### src/rtl/intersection_scheduler.sv
// -----------------------------------------------------------------------------
// intersection_scheduler
//
// Phase scheduler for a two-road intersection. Sequences the lamps through the
// green -> yellow -> (all-red) phases of both roads. It also handles pedestrian
// walk service, emergency-vehicle preemption and emergency green hold. It owns
// the phase counter.
//
// Optional feature macro: SCHED_ALLRED_EN
//   defined   : Y1 -> AR1 -> G2 and Y2 -> AR2 -> G1 (all-red clearance)
//   undefined : Y1 -> G2 and Y2 -> G1 directly
//
// Ports
//   clk_1s                  in   1 Hz clock
//   rst_n                   in   synchronous active-low reset
//   ped_req_1 / ped_req_2   in   pedestrian buttons (pulse or level)
//   emg_req_1 / emg_req_2   in   emergency vehicle approaching, level
//   green_x/yellow_x/red_x  out  road lamps, one lit per road
//   walk_1 / walk_2         out  pedestrian walk lamps
//   ped_pending_1 / _2      out  latched, not yet served pedestrian request
//   emg_hold                out  a green is held past its end by its own
//                                road's emergency request
//
// state | meaning
// ------+---------------------------------------------
// G1    | road 1 green, road 2 red
// Y1    | road 1 yellow, road 2 red
// AR1   | both red after road 1 (SCHED_ALLRED_EN only)
// G2    | road 2 green, road 1 red
// Y2    | road 2 yellow, road 1 red
// AR2   | both red after road 2 (SCHED_ALLRED_EN only)
// -----------------------------------------------------------------------------
module intersection_scheduler #(
  parameter int GREEN1_TIME = 40,
  parameter int GREEN2_TIME = 20,
  parameter int YELLOW_TIME = 5,
  parameter int ALLRED_TIME = 2,
  parameter int MIN_GREEN   = 10,
  parameter int WALK_TIME   = 10,
  parameter int CNT_W       = 6
) (
  input  logic clk_1s,
  input  logic rst_n,
  input  logic ped_req_1,
  input  logic ped_req_2,
  input  logic emg_req_1,
  input  logic emg_req_2,
  output logic green_1,
  output logic yellow_1,
  output logic red_1,
  output logic green_2,
  output logic yellow_2,
  output logic red_2,
  output logic walk_1,
  output logic walk_2,
  output logic ped_pending_1,
  output logic ped_pending_2,
  output logic emg_hold
);

  typedef enum logic [2:0] {
    ST_G1  = 3'd0,
    ST_Y1  = 3'd1,
    ST_G2  = 3'd2,
    ST_Y2  = 3'd3
`ifdef SCHED_ALLRED_EN
    ,
    ST_AR1 = 3'd4,
    ST_AR2 = 3'd5
`endif
  } state_e;

  localparam logic [CNT_W-1:0] G1_END   = CNT_W'(GREEN1_TIME - 1);
  localparam logic [CNT_W-1:0] G2_END   = CNT_W'(GREEN2_TIME - 1);
  localparam logic [CNT_W-1:0] Y_END    = CNT_W'(YELLOW_TIME - 1);
  localparam logic [CNT_W-1:0] MING_END = CNT_W'(MIN_GREEN - 1);
  localparam logic [CNT_W-1:0] WALK_LIM = CNT_W'(WALK_TIME);
`ifdef SCHED_ALLRED_EN
  localparam logic [CNT_W-1:0] AR_END   = CNT_W'(ALLRED_TIME - 1);
`else
  localparam int unused_allred_time = ALLRED_TIME;
`endif

  state_e           state_q, state_d, nxt_state;
  logic [CNT_W-1:0] cnt_q, cnt_d;
  logic             pend1_q, pend1_d;
  logic             pend2_q, pend2_d;
  logic             served_q, served_d;
  logic             advance;

  always_comb begin
    state_d   = state_q;
    nxt_state = state_q;
    cnt_d     = cnt_q + 1'b1;
    served_d  = served_q;
    pend1_d   = pend1_q | ped_req_1;
    pend2_d   = pend2_q | ped_req_2;
    advance   = 1'b0;

    case (state_q)
      ST_G1: begin
        nxt_state = ST_Y1;
        if (cnt_q == G1_END) begin
          // Own-road emergency freezes the green at its last second.
          if (emg_req_1) cnt_d = cnt_q;
          else           advance = 1'b1;
        end else if (emg_req_2 && !emg_req_1 && (cnt_q >= MING_END)) begin
          advance = 1'b1;
        end
      end
      ST_Y1: begin
`ifdef SCHED_ALLRED_EN
        nxt_state = ST_AR1;
`else
        nxt_state = ST_G2;
`endif
        advance = (cnt_q == Y_END);
      end
`ifdef SCHED_ALLRED_EN
      ST_AR1: begin
        nxt_state = ST_G2;
        advance   = (cnt_q == AR_END);
      end
`endif
      ST_G2: begin
        nxt_state = ST_Y2;
        if (cnt_q == G2_END) begin
          if (emg_req_2) cnt_d = cnt_q;
          else           advance = 1'b1;
        end else if (emg_req_1 && !emg_req_2 && (cnt_q >= MING_END)) begin
          advance = 1'b1;
        end
      end
      ST_Y2: begin
`ifdef SCHED_ALLRED_EN
        nxt_state = ST_AR2;
`else
        nxt_state = ST_G1;
`endif
        advance = (cnt_q == Y_END);
      end
`ifdef SCHED_ALLRED_EN
      ST_AR2: begin
        nxt_state = ST_G1;
        advance   = (cnt_q == AR_END);
      end
`endif
      default: begin
        nxt_state = ST_G1;
        advance   = 1'b1;
      end
    endcase

    if (advance) begin
      state_d = nxt_state;
      cnt_d   = '0;
      // Entering a green consumes that road's pending request; a press on
      // the same edge re-arms it for the following green.
      if (nxt_state == ST_G1) begin
        served_d = pend1_q;
        pend1_d  = ped_req_1;
      end
      if (nxt_state == ST_G2) begin
        served_d = pend2_q;
        pend2_d  = ped_req_2;
      end
    end
  end

  always_ff @(posedge clk_1s) begin
    if (!rst_n) begin
      state_q  <= ST_G1;
      cnt_q    <= '0;
      pend1_q  <= 1'b0;
      pend2_q  <= 1'b0;
      served_q <= 1'b0;
    end else begin
      state_q  <= state_d;
      cnt_q    <= cnt_d;
      pend1_q  <= pend1_d;
      pend2_q  <= pend2_d;
      served_q <= served_d;
    end
  end

  // Outputs are forced to the G1 reset pattern while rst_n is low so the
  // lamps are safe even before the first reset edge.
  always_comb begin
    green_1       = 1'b0;
    yellow_1      = 1'b0;
    red_1         = 1'b0;
    green_2       = 1'b0;
    yellow_2      = 1'b0;
    red_2         = 1'b0;
    walk_1        = 1'b0;
    walk_2        = 1'b0;
    ped_pending_1 = 1'b0;
    ped_pending_2 = 1'b0;
    emg_hold      = 1'b0;
    if (!rst_n) begin
      green_1 = 1'b1;
      red_2   = 1'b1;
    end else begin
      ped_pending_1 = pend1_q;
      ped_pending_2 = pend2_q;
      case (state_q)
        ST_Y1: begin
          yellow_1 = 1'b1;
          red_2    = 1'b1;
        end
        ST_G2: begin
          red_1    = 1'b1;
          green_2  = 1'b1;
          walk_2   = served_q && (cnt_q < WALK_LIM);
          emg_hold = emg_req_2 && (cnt_q == G2_END);
        end
        ST_Y2: begin
          red_1    = 1'b1;
          yellow_2 = 1'b1;
        end
`ifdef SCHED_ALLRED_EN
        ST_AR1, ST_AR2: begin
          red_1 = 1'b1;
          red_2 = 1'b1;
        end
`endif
        ST_G1: begin
          green_1  = 1'b1;
          red_2    = 1'b1;
          walk_1   = served_q && (cnt_q < WALK_LIM);
          emg_hold = emg_req_1 && (cnt_q == G1_END);
        end
        default: begin
          green_1 = 1'b1;
          red_2   = 1'b1;
        end
      endcase
    end
  end

endmodule

### config.mk
export PLATFORM = sky130hd
export DESIGN_NAME = intersection_scheduler
export DESIGN_NICKNAME = d
export VERILOG_FILES = /design/src/rtl/intersection_scheduler.sv
export SDC_FILE = /design/constraint.sdc
export NUM_CORES = 1
export LEC_CHECK = 0
export CORE_AREA = 2 2 42 52
export CTS_BUF_LIST = sky130_fd_sc_hd__clkbuf_2 sky130_fd_sc_hd__clkbuf_4 sky130_fd_sc_hd__clkbuf_8
export DETAILED_ROUTE_END_ITERATION = 7
export DIE_AREA = 0 0 44 54
export PLACE_DENSITY_LB_ADDON = 0.3
export SETUP_SLACK_MARGIN = 0.05
export SYNTH_ARGS = -nofsm -noshare
export SYNTH_HDL_FRONTEND = slang
export SYNTH_SLANG_ARGS = --single-unit
export TNS_END_PERCENT = 20
### constraint.sdc
create_clock -name clk_1s -period 1.8 [get_ports clk_1s]
set_clock_uncertainty 0.2 [all_clocks]
set_input_delay 0.18 -clock clk_1s [delete_from_list [all_inputs] [get_ports clk_1s]]
set_output_delay 0.18 -clock clk_1s [all_outputs]
set_load 0.01 [all_outputs]
==> impl_summary.log <==
INFO  metric drive_above_1_share = 53.1%
INFO  metric clock_sink_count = 11
INFO  metric startpoint_of_the_worst_register_to_register_path = cnt_q[0]$_SDFFE_PP0P_
INFO  metric drt_first_iter_violations = 13
INFO  metric core_area = roughly 0.0019 sq mm
INFO  metric place_ws = -0.270 ns
INFO  metric synth_area = roughly 860 sq um
INFO  metric critPathRequiredTime = 1.80 ns
INFO  metric synth.most_common_cell = sky130_fd_sc_hd__nand2_1
INFO  metric globalRouteOverflowTotal = 0
INFO  metric initial_utilization = between 40 and 50%
INFO  metric sequential_cell_area = roughly 230 sq um
INFO  metric cts_htree_levels = 1
INFO  metric postSynthNetCount = 124
INFO  metric grt_pass1_wl = between 3000 and 4000 microns
INFO  metric clock_latency = around 0.27 ns
INFO  metric outcome = finished, violations left
INFO  metric asyncSetResetFlopFracSynth = 0%
INFO  metric relSlewSlack = 80.1%
INFO  metric row_count = 18
INFO  metric gp_routability_congestion = 0.844
INFO  metric floorplan.io_pins = 17
INFO  metric post_synth_most_frequent_cells = sky130_fd_sc_hd__nand2_1 (12), sky130_fd_sc_hd__dfxtp_1 (11), sky130_fd_sc_hd__inv_1 (11)
INFO  metric synth_top_area_share = 25.7%
INFO  metric detailedPlacementHpwl = 1760 microns
INFO  metric ctsHoldBuffers = 0
INFO  metric worst-endpoint-arrival = 1.92 ns
INFO  metric ys_dominant_reg_cell = sky130_fd_sc_hd__dfxtp_1
INFO  metric number_of_global_route_vias_before_repair = between 800 and 900
INFO  metric power_leakage = roughly 0.66 nW
INFO  metric combPwrFrac = 53.5%
INFO  metric synthCells = 108
INFO  metric drtPass1Iterations = 4
INFO  metric seqPwrFrac = between 20 and 30%
INFO  metric p_clk_share = 17.3%
INFO  metric cts_inserted_buffers = 3
INFO  metric setup_crit_end_kind = flip-flop
INFO  metric ys_seq_area_share = 25.7%
INFO  metric cell_accounting_for_the_most_synthesized_area = sky130_fd_sc_hd__dfxtp_1
INFO  metric final.fill_count = 134
INFO  metric clkTransAtPathRegs = about 0.070 ns
INFO  metric synthesis.yosys.warnings = 0
INFO  metric tritoncts_clock_tree = yes
INFO  metric die_x = roughly 44 microns
INFO  metric post_layout_nonfiller_instances = 180
INFO  metric cellInternalPower = 0.000658 W
INFO  metric count_of_unresolved_drc_violations_after_routing = 0
INFO  metric setup.worst_path.end = state_q[1]$_SDFFE_PN0P_
INFO  metric area_delta_synth_final = 74.2%
INFO  metric synth_edf_count = 0
INFO  metric worst_hold_path_type = in -> reg
INFO  metric final_area = approximately 0.0015 sq mm
INFO  metric postLayoutSetupSlackWorst = -0.124 ns
INFO  metric timing.critical_path.from_type = flip-flop
INFO  metric number_of_antenna_violations_at_the_first_check_in_global_routing = 0
INFO  metric postSynthRegisterBits = 11
INFO  metric post_synth_num_cell_types = 32
INFO  metric critical_path_peak_fanout = 4
INFO  metric pin_count_of_the_biggest_net_entering_global_routing = 9
INFO  metric via_count = about 930
INFO  metric drv.max_cap_violation_count = 0
INFO  metric ff2ff_path_depth = 8
INFO  metric failing_checks = setup timing
INFO  metric dieArea = 0.00238 sq mm
INFO  metric finalSetupViolations = 12
INFO  metric synth_area_per_cell = 7.94 sq um
INFO  metric crit_start = cnt_q[0]$_SDFFE_PP0P_
INFO  metric grt_setup_unrepaired = true
INFO  metric achievable-frequency = 0.520 GHz
INFO  metric placement.io_buffers = 16
INFO  metric placed_instance_area = 0.00130 sq mm
INFO  metric library_cell_used_as_clock_root_buffer = sky130_fd_sc_hd__clkbuf_4
INFO  metric reg2reg_setup_slack = -0.12 ns
INFO  metric cts_max_path_buffers = 2
INFO  metric net-switching-power = 0.000387 W
INFO  metric antennaDiodeCount = 0
INFO  metric worst_pin_slew = 0.299 ns
INFO  metric grt_usage = 21.9%
INFO  metric ant_nets = 0
INFO  metric routed_wire_length_per_instance = 14.4 microns
INFO  metric numPlacedInstances = 173
INFO  metric finalHoldViolations = 0
INFO  metric vias_per_cell = 5.16
INFO  metric netlist_top_cells_area = sky130_fd_sc_hd__dfxtp_1 (26%), sky130_fd_sc_hd__ha_1 (15%), sky130_fd_sc_hd__nand2_1 (5.3%)
INFO  metric period_share = 107%
INFO  metric r2r-end = state_q[1]$_SDFFE_PN0P_
INFO  metric cellPowerDensity = 700 mW/mm^2
INFO  metric timing_max_transition_violations_final = 0
INFO  metric layout.nets = between 150 and 200
INFO  metric switching_share = 37.0%
INFO  metric setup_total_negative_slack = -0.792 ns
INFO  metric die_h = 54 microns
INFO  metric critical_path_class = reg -> reg
INFO  metric vdd.ir_drop.worst = 0.523 mV
INFO  metric timing.final.crit_period = ~1.9 ns
INFO  metric multiInputGateArea = 764 sq um
INFO  metric wl = 2600 microns
## worst min-delay path by stage
stage | from | to | slack [ns] | cells past startpoint
2_1_floorplan | rst_n | state_q[0]$_SDFFE_PN0P_ | 0.10 | 2
3_3_place_gp | served_q$_SDFFE_PN0P_ | served_q$_SDFFE_PN0P_ | 0.26 | 2
3_5_place_dp | served_q$_SDFFE_PN0P_ | served_q$_SDFFE_PN0P_ | 0.26 | 2
4_1_cts | ped_req_2 | pend2_q$_SDFF_PN0_ | 0.30 | 3
5_1_grt | ped_req_1 | pend1_q$_SDFF_PN0_ | 0.30 | 3
6_report | ped_req_1 | pend1_q$_SDFF_PN0_ | 0.29 | 3
## routing by layer
layer | GRT usage [%] | vias to the layer above | part of all wire, %
li1 | - | 471 | -
met1 | 21.0 | 440 | 36
met4 | 8.08 | 0 | 1.0
met2 | 46.1 | 13 | 61
met5 | 0 | - | 0
met3 | 2.35 | 5 | 2.2
## state kept, by name (all words and copies together), names as in the netlist
signal and flops:
cnt_q 6, pend1_q 1, pend2_q 1, served_q 1, state_q 2
## power groups by stage
stage	Combinational [W]	Sequential [W]	Clock (W)
after global placement	0.000432	0.000302	0
after floorplan	0.000251	0.000311	0
final	0.000559	0.000306	0.000180
after detailed placement	0.000450	0.000303	0
after global routing	0.000599	0.000311	0.000195
after CTS	0.000505	0.000301	0.000178
## layout make-up
class                   count  area share, %
multi-input cells          83           51.2
repair buffers             51           26.3
flip-flops and latches     11           15.5
inverters                  11           3.27
clock buffers               4           2.01
well taps                  20           1.68
## cell families (layout without fill, tap and decap cells)
| logic type | Yosys count | count (layout) | share of synthesized area [%] |
|---|---|---|---|
| AND/OR/NAND/NOR | 48 | 48 | 29.2 |
| AO/OA/AOI/OAI | 17 | 17 | 14.7 |
| XOR/XNOR | 5 | 5 | 5.11 |
| multiplexers | 3 | 3 | 3.50 |
| buffers and inverters | 14 | 66 | 7.15 |
| adder cells (fa/ha/maj) | 10 | 10 | 14.6 |
| flip-flops | 11 | 11 | 25.7 |
## repair_timing
item                                    4_1_cts  5_1_grt
buffers inserted                              1        2
gates resized for setup                      44       29
pin swaps                                     9       11
endpoints found under the setup margin       22       20
## metrics by stage
| step | hold slack, ns | total power, W | util [%] |
|---|---|---|---|
| floorplan | 0.102 | 0.000561 | - |
| global placement | 0.259 | 0.000734 | 67.2 |
| detailed placement | 0.260 | 0.000753 | 67.2 |
| CTS | 0.297 | 0.000984 | 72.4 |
| global route | 0.305 | 0.00110 | 77.1 |
| finish | 0.292 | 0.00105 | 77.1 |
## worst max-delay path: stages, from the launching register on
cell,delay (ns)
sky130_fd_sc_hd__dfxtp_2,0.32
sky130_fd_sc_hd__buf_6,0.12
sky130_fd_sc_hd__inv_4,0.06
sky130_fd_sc_hd__ha_4,0.11
sky130_fd_sc_hd__nor3b_4,0.24
sky130_fd_sc_hd__o22ai_2,0.12
sky130_fd_sc_hd__a32oi_4,0.29
sky130_fd_sc_hd__and2_4,0.22
sky130_fd_sc_hd__mux2i_1,0.16
## placed cells by master, fill, tap and decap left out, drive strengths merged, types with 4 or more instances in the layout
| cell | instances |
|---|---|
| nand2 | 12 |
| clkdlybuf4s50 | 5 |
| dfxtp | 11 |
| and2 | 5 |
| o21ai | 5 |
| ha | 10 |
| inv | 11 |
| nor2 | 9 |
| clkbuf | 6 |
| xnor2 | 4 |
| nor3 | 7 |
| buf | 40 |
Power figures use the tool's default switching activity.
==> variant 1 (same settings) <==
Change the parameter `CNT_W` from 6 to 3.
--- a/src/rtl/intersection_scheduler.sv
+++ b/src/rtl/intersection_scheduler.sv
@@ -37,7 +37,7 @@
   parameter int ALLRED_TIME = 2,
   parameter int MIN_GREEN   = 10,
   parameter int WALK_TIME   = 10,
-  parameter int CNT_W       = 6
+  parameter int CNT_W       = 3
 ) (
   input  logic clk_1s,
   input  logic rst_n,
Check against the original RTL: not equivalent (a bounded check fails within 4 cycles, from zero or initial values and one cycle with rst_n low).
==> variant 1 against the original RTL <==
  * The flow still finishes with violations (negative setup slack)
  * Sequential cell count shrank 3
  * Critical endpoint is now state_q[0]
  * Largest cell class unchanged
  * Design area shrank 28%
  * Clock power shrank 23%
  * Power grew 38%
  * Area after synthesis shrank 23%
  * Setup slack gained 110 ps
  * Via count shrank 25%
  * Routed wire length shrank 30%
==> variant 1: results (changes against the original RTL) <==
Status: finished with violations (unchanged)
Failing checks: negative setup slack (unchanged)
Seq/Total Area, Yosys: 24.4% (was 25.7%)
Nets: 131 (was 177)
Sw Pwr: 0.580 mW (was 0.387 mW)
First-pass GRT wire length: 2840 um (was 3740 um)
Synth top cells by count: 10 x ha_1, 9 x inv_1, 8 x dfxtp_1, 5 x and2_1 (was 12 x nand2_1, 11 x dfxtp_1, 11 x inv_1, 10 x ha_1, 9 x nor2_1)
FILL cells: 182 (was 134)
Drt total wl: 1830 um (was 2600 um)
DR vias/cell: 5.25 (was 5.16)
R2R Path Start: state_q[0] (was cnt_q[0])
Final setup violation count: 4 (was 12)
Worst-skew pair later-pin latency: 250 ps (was 270 ps)
Detailed Route Iter0 Violations: 14 (was 13)
Slew @ Worst Pin: 344 ps (was 299 ps)
Min setup slack post-route: -9.94 ps (was -124 ps)
Post-Synthesis Net Count: 91 (was 124)
Pre-CTS WS: -284 ps (was -270 ps)
Top Registers: cnt_q: 3 flops, state_q: 2 flops (was cnt_q: 6 flops, state_q: 2 flops)
R2r endpoint: state_q[0] (was state_q[1])
Mean routed wirelength per cell: 13.8 um (was 14.4 um)
CP arrival: 1750 ps (was 1920 ps)
Critical-path maximum fanout: 3 (was 4)
Final HPWL DP: 1390 um (was 1760 um)
Leak: 0.508 nW (was 0.657 nW)
Peak VDD IR: 0.000659 V (was 0.000523 V)
Largest net degree at the start of global routing: 8 (was 9)
Vias in the first global route: 704 (was 886)
Worst r2r path cells: 7 (was 8)
==> variant 1: cell count changes after synthesis, moves of 3 or more <==
cell / change
dfxtp_1: -3
nand2_1: -9
nand3b_1: +3
xnor2_1: -3
nor2b_1: -3
nor2_1: -7
nor3_1: -5
==> variant 1: worst max-delay path: stages, from the launching register on <==
cell,delay [ps]
dfxtp_2,330
buf_4,130
ha_2,190
o211ai_1,240
and4_4,290
buf_4,110
nand3_1,70
o311a_1,130
==> variant 1: area by class of cell <==
class                      instances  area (um^2)  area share [%]
tap                               20         25.0            2.31
inverter                           9         33.8            3.12
multi-input combinational         57          531            49.1
sequential                         8          163            15.0
clock buffer                       3         22.5            2.08
timing repair buffer              36          307            28.4
==> variant 1: power groups by stage <==
| stage | Combinational [mW] | Sequential [mW] | Clock, mW |
|---|---|---|---|
| floorplan | 0.450 | 0.269 | 0 |
| global placement | 0.881 | 0.260 | 0 |
| detailed placement | 0.900 | 0.264 | 0 |
| CTS | 0.954 | 0.265 | 0.147 |
| global route | 1.12 | 0.273 | 0.152 |
| finish | 1.04 | 0.268 | 0.139 |
==> variant 1: worst min-delay path by stage <==
stage / slack, ps / end / startpoint / depth (start not counted)
finish: 270 / served_q / served_q / 2
global route: 300 / served_q / served_q / 2
CTS: 270 / served_q / served_q / 2
detailed placement: 270 / served_q / served_q / 2
global placement: 260 / served_q / served_q / 2
floorplan: 130 / pend1_q / ped_req_1 / 2
==> variant 1: repair_timing <==
item / in CTS / in global routing
setup buffers: 1 / 0
gates resized for setup: 38 / 15
pin swaps: 3 / 7
endpoints found under the hold margin: 0 / 0
setup endpoints to repair: 19 / 17
==> variant 1: through the flow <==
stage | util, % | cell area (um^2) | setup TNS (ps)
global placement | 51.3 | 993 | -1780
global route | 55.8 | 1080 | -712
finish | 55.8 | 1080 | -19.8
floorplan | - | 657 | 0
detailed placement | 51.3 | 993 | -2470
CTS | 53.0 | 1030 | -118
==> variant 1: per-layer routing <==
layer / share of wire [%] / wire, um / track usage [%]
met2: 52 / 955 / 29.2
met3: 2.7 / 49 / 2.01
met1: 43 / 781 / 18.4
met4: 2.6 / 47 / 6.06
met5: 0 / 0 / 0
==> variant 1: cell families (layout without fill, tap and decap cells) <==
family                   Yosys count  in the layout  synth area share, %
AND/OR/NAND/NOR                   30             30                 29.1
AO/OA/AOI/OAI                     13             13                 15.6
adder cells (fa/ha/maj)           10             10                 19.0
buffers and inverters             10             48                 5.71
flip-flops                         8              8                 24.4
multiplexers                       3              3                 4.76
XOR/XNOR                           1              1                 1.33
==> variant 2 (same settings) <==
Without the edit above. Re-encode `state_e` (4 states) as Gray code, 2 bits wide.
--- a/src/rtl/intersection_scheduler.sv
+++ b/src/rtl/intersection_scheduler.sv
@@ -58,11 +58,11 @@
   output logic emg_hold
 );
 
-  typedef enum logic [2:0] {
-    ST_G1  = 3'd0,
-    ST_Y1  = 3'd1,
-    ST_G2  = 3'd2,
-    ST_Y2  = 3'd3
+  typedef enum logic [1:0] {
+    ST_G1  = 2'b00,
+    ST_Y1  = 2'b01,
+    ST_G2  = 2'b11,
+    ST_Y2  = 2'b10
 `ifdef SCHED_ALLRED_EN
     ,
     ST_AR1 = 3'd4,
Check against the original RTL: no difference found for any inputs over 10 cycles, from zero or initial values and one cycle with rst_n low; not proved beyond that.
==> variant 2 against the original RTL <==
  * The run still ends with negative setup slack left
  * Area after synthesis up 0.15%
  * Setup slack worse by 220 ps
  * Hold slack about the same
  * Sequential cell count unchanged
  * Synthesized cell count fell by 12%
  * Design area shrank 3.3%
  * Core utilization decreased by 2.5 points
  * Routed wire length decreased by 1.2%
  * Sequential share of layout area up 0.52 points
Power is not compared: it rests on default switching activity, and its combinational part moved more than twofold at a synthesized area within 25%.
==> variant 2: results (changes against the original RTL) <==
Post-synthesis cell type count: 42 (was 32)
Mean routed wirelength per cell: 15.7 um (was 14.4 um)
Antenna diodes: 0 (unchanged)
CP arrival: 2120 ps (was 1920 ps)
Port bufs: 16 (unchanged)
Post-DRT Antenna Nets: 0 (unchanged)
Met2 track demand over resource: 46.8% (was 46.1%)
DR vias/cell: 5.45 (was 5.16)
Worst-skew pair later-pin latency: 270 ps (about the same)
Min setup slack post-route: -348 ps (was -124 ps)
M3 GR Usage: 5.03% (was 2.35%)
FILL cells: 135 (was 134)
Fin area: 1440 um^2 (was 1490 um^2)
Total Routing Usage GR: 23.1% (was 21.9%)
Cts repair resizes: 51 (was 44)
Vias in the first global route: 904 (was 886)
Routability cong.: 0.871 (was 0.844)
Leak: 0.595 nW
Pre-antenna DRT Iters: 4 (unchanged)
Clock tree buffer depth: 2 (unchanged)
H-Tree Depth: 1 (unchanged)
Cts bufs inserted: 3 (unchanged)
Pre-CTS WS: -388 ps (was -270 ps)
Largest net degree at the start of global routing: 9 (unchanged)
CTS Root Cell: clkbuf_4 (unchanged)
Ys Warns: 0 (unchanged)
Detailed Route Iter0 Violations: 7 (was 13)
Largest cells by area after synthesis: dfxtp_1 26%, ha_1 12%, nor3_1 5.2% (was dfxtp_1 26%, ha_1 15%, nand2_1 5.3%)
Final HPWL DP: 1770 um (was 1760 um)
DP Area: 1270 um^2 (was 1300 um^2)
Routed wl met2: 1500 um (was 1580 um)
WL met3: 100 um (was 56 um)
First-pass GRT wire length: 4040 um (was 3740 um)
Post-Synthesis Net Count: 109 (was 124)
Peak VDD IR: 0.000597 V
Nets: 159 (was 177)
Failing checks: negative setup slack (unchanged)
Critical-path maximum fanout: 5 (was 4)
Fraction of layout instances using a drive strength above 1: 56.9% (was 53.1%)
Mapped cell area: 858 um^2 (was 857 um^2)
Post-synth ARST share: 0% (unchanged)
Seq/Total Area, Yosys: 25.7% (about the same)
Top Registers: cnt_q: 6 flops, state_q: 2 flops (unchanged)
GRT met1 Usage: 23.5% (was 21.0%)
Slew @ Worst Pin: 341 ps (was 299 ps)
Status: finished with violations (unchanged)
Synth top cells by count: 11 x dfxtp_1, 9 x nor3_1, 8 x ha_1, 8 x inv_1, 5 x and2_1 (was 12 x nand2_1, 11 x dfxtp_1, 11 x inv_1, 10 x ha_1, 9 x nor2_1)
Setup TNS: -3510 ps (was -792 ps)
Post-CTS setup buffer count: 2 (was 1)
Final setup violation count: 14 (was 12)
Antenna violations before repair: 0 (unchanged)
Syn avg cell area: 9.03 um^2 (was 7.94 um^2)
M1 WL: 947 um (was 939 um)
Via count: 893 (was 929)
Worst Hold Class: in2reg (unchanged)
Worst-path clk slew: 70 ps (about the same)
[variant 2: cell count changes in the layout (fill, tap and decap cells not counted), moves of 3 or more]
cell	before	now
nor3_1	1	4
xor2_1	1	4
buf_4	33	29
inv_1	7	3
o21ai_1	3	0
nand2_1	10	4
nor2_1	7	2
buf_6	2	5
xnor2_1	4	1
[variant 2: report_power, final]
part	switching [mW]	leakage [nW]	internal, mW	total (mW)
clock network	0.0838	0.0184	0.101	0.185
logic	0.0489	0.484	0.0602	0.109
registers	0.0141	0.0925	0.253	0.267
[variant 2: final timing paths]
path,startpoint,end,slack [ps],depth (start not counted)
hold / removal,ped_req_2,pend2_q,290,3
setup / recovery,cnt_q[1],served_q,-350,8
hold reg to reg,served_q,served_q,320,1
setup reg to reg,cnt_q[1],served_q,-350,8
[variant 2: layout make-up]
type / count / share of cell area [%]
Tap cell: 20 / 1.73
Sequential cell: 11 / 16.0
Clock buffer: 4 / 2.08
Multi-Input combinational cell: 72 / 49.8
Timing Repair Buffer: 48 / 27.6
Inverter: 9 / 2.69
[variant 2: cell families (layout without fill, tap and decap cells)]
group | after synthesis | in the layout | synth area share [%]
buffers and inverters | 12 | 61 | 6.27
AND/OR/NAND/NOR | 42 | 42 | 31.1
XOR/XNOR | 5 | 5 | 5.10
multiplexers | 2 | 2 | 2.48
AO/OA/AOI/OAI | 15 | 15 | 17.8
flip-flops | 11 | 11 | 25.7
adder cells (fa/ha/maj) | 8 | 8 | 11.7
[variant 2: worst max-delay path, cell delays in order (launching register included)]
cell and delay, ps:
dfxtp_4 380, inv_4 50, ha_4 140, or3b_4 370, and3_4 180, o311ai_4 280
buf_6 170, a21oi_1 70, o211a_1 200
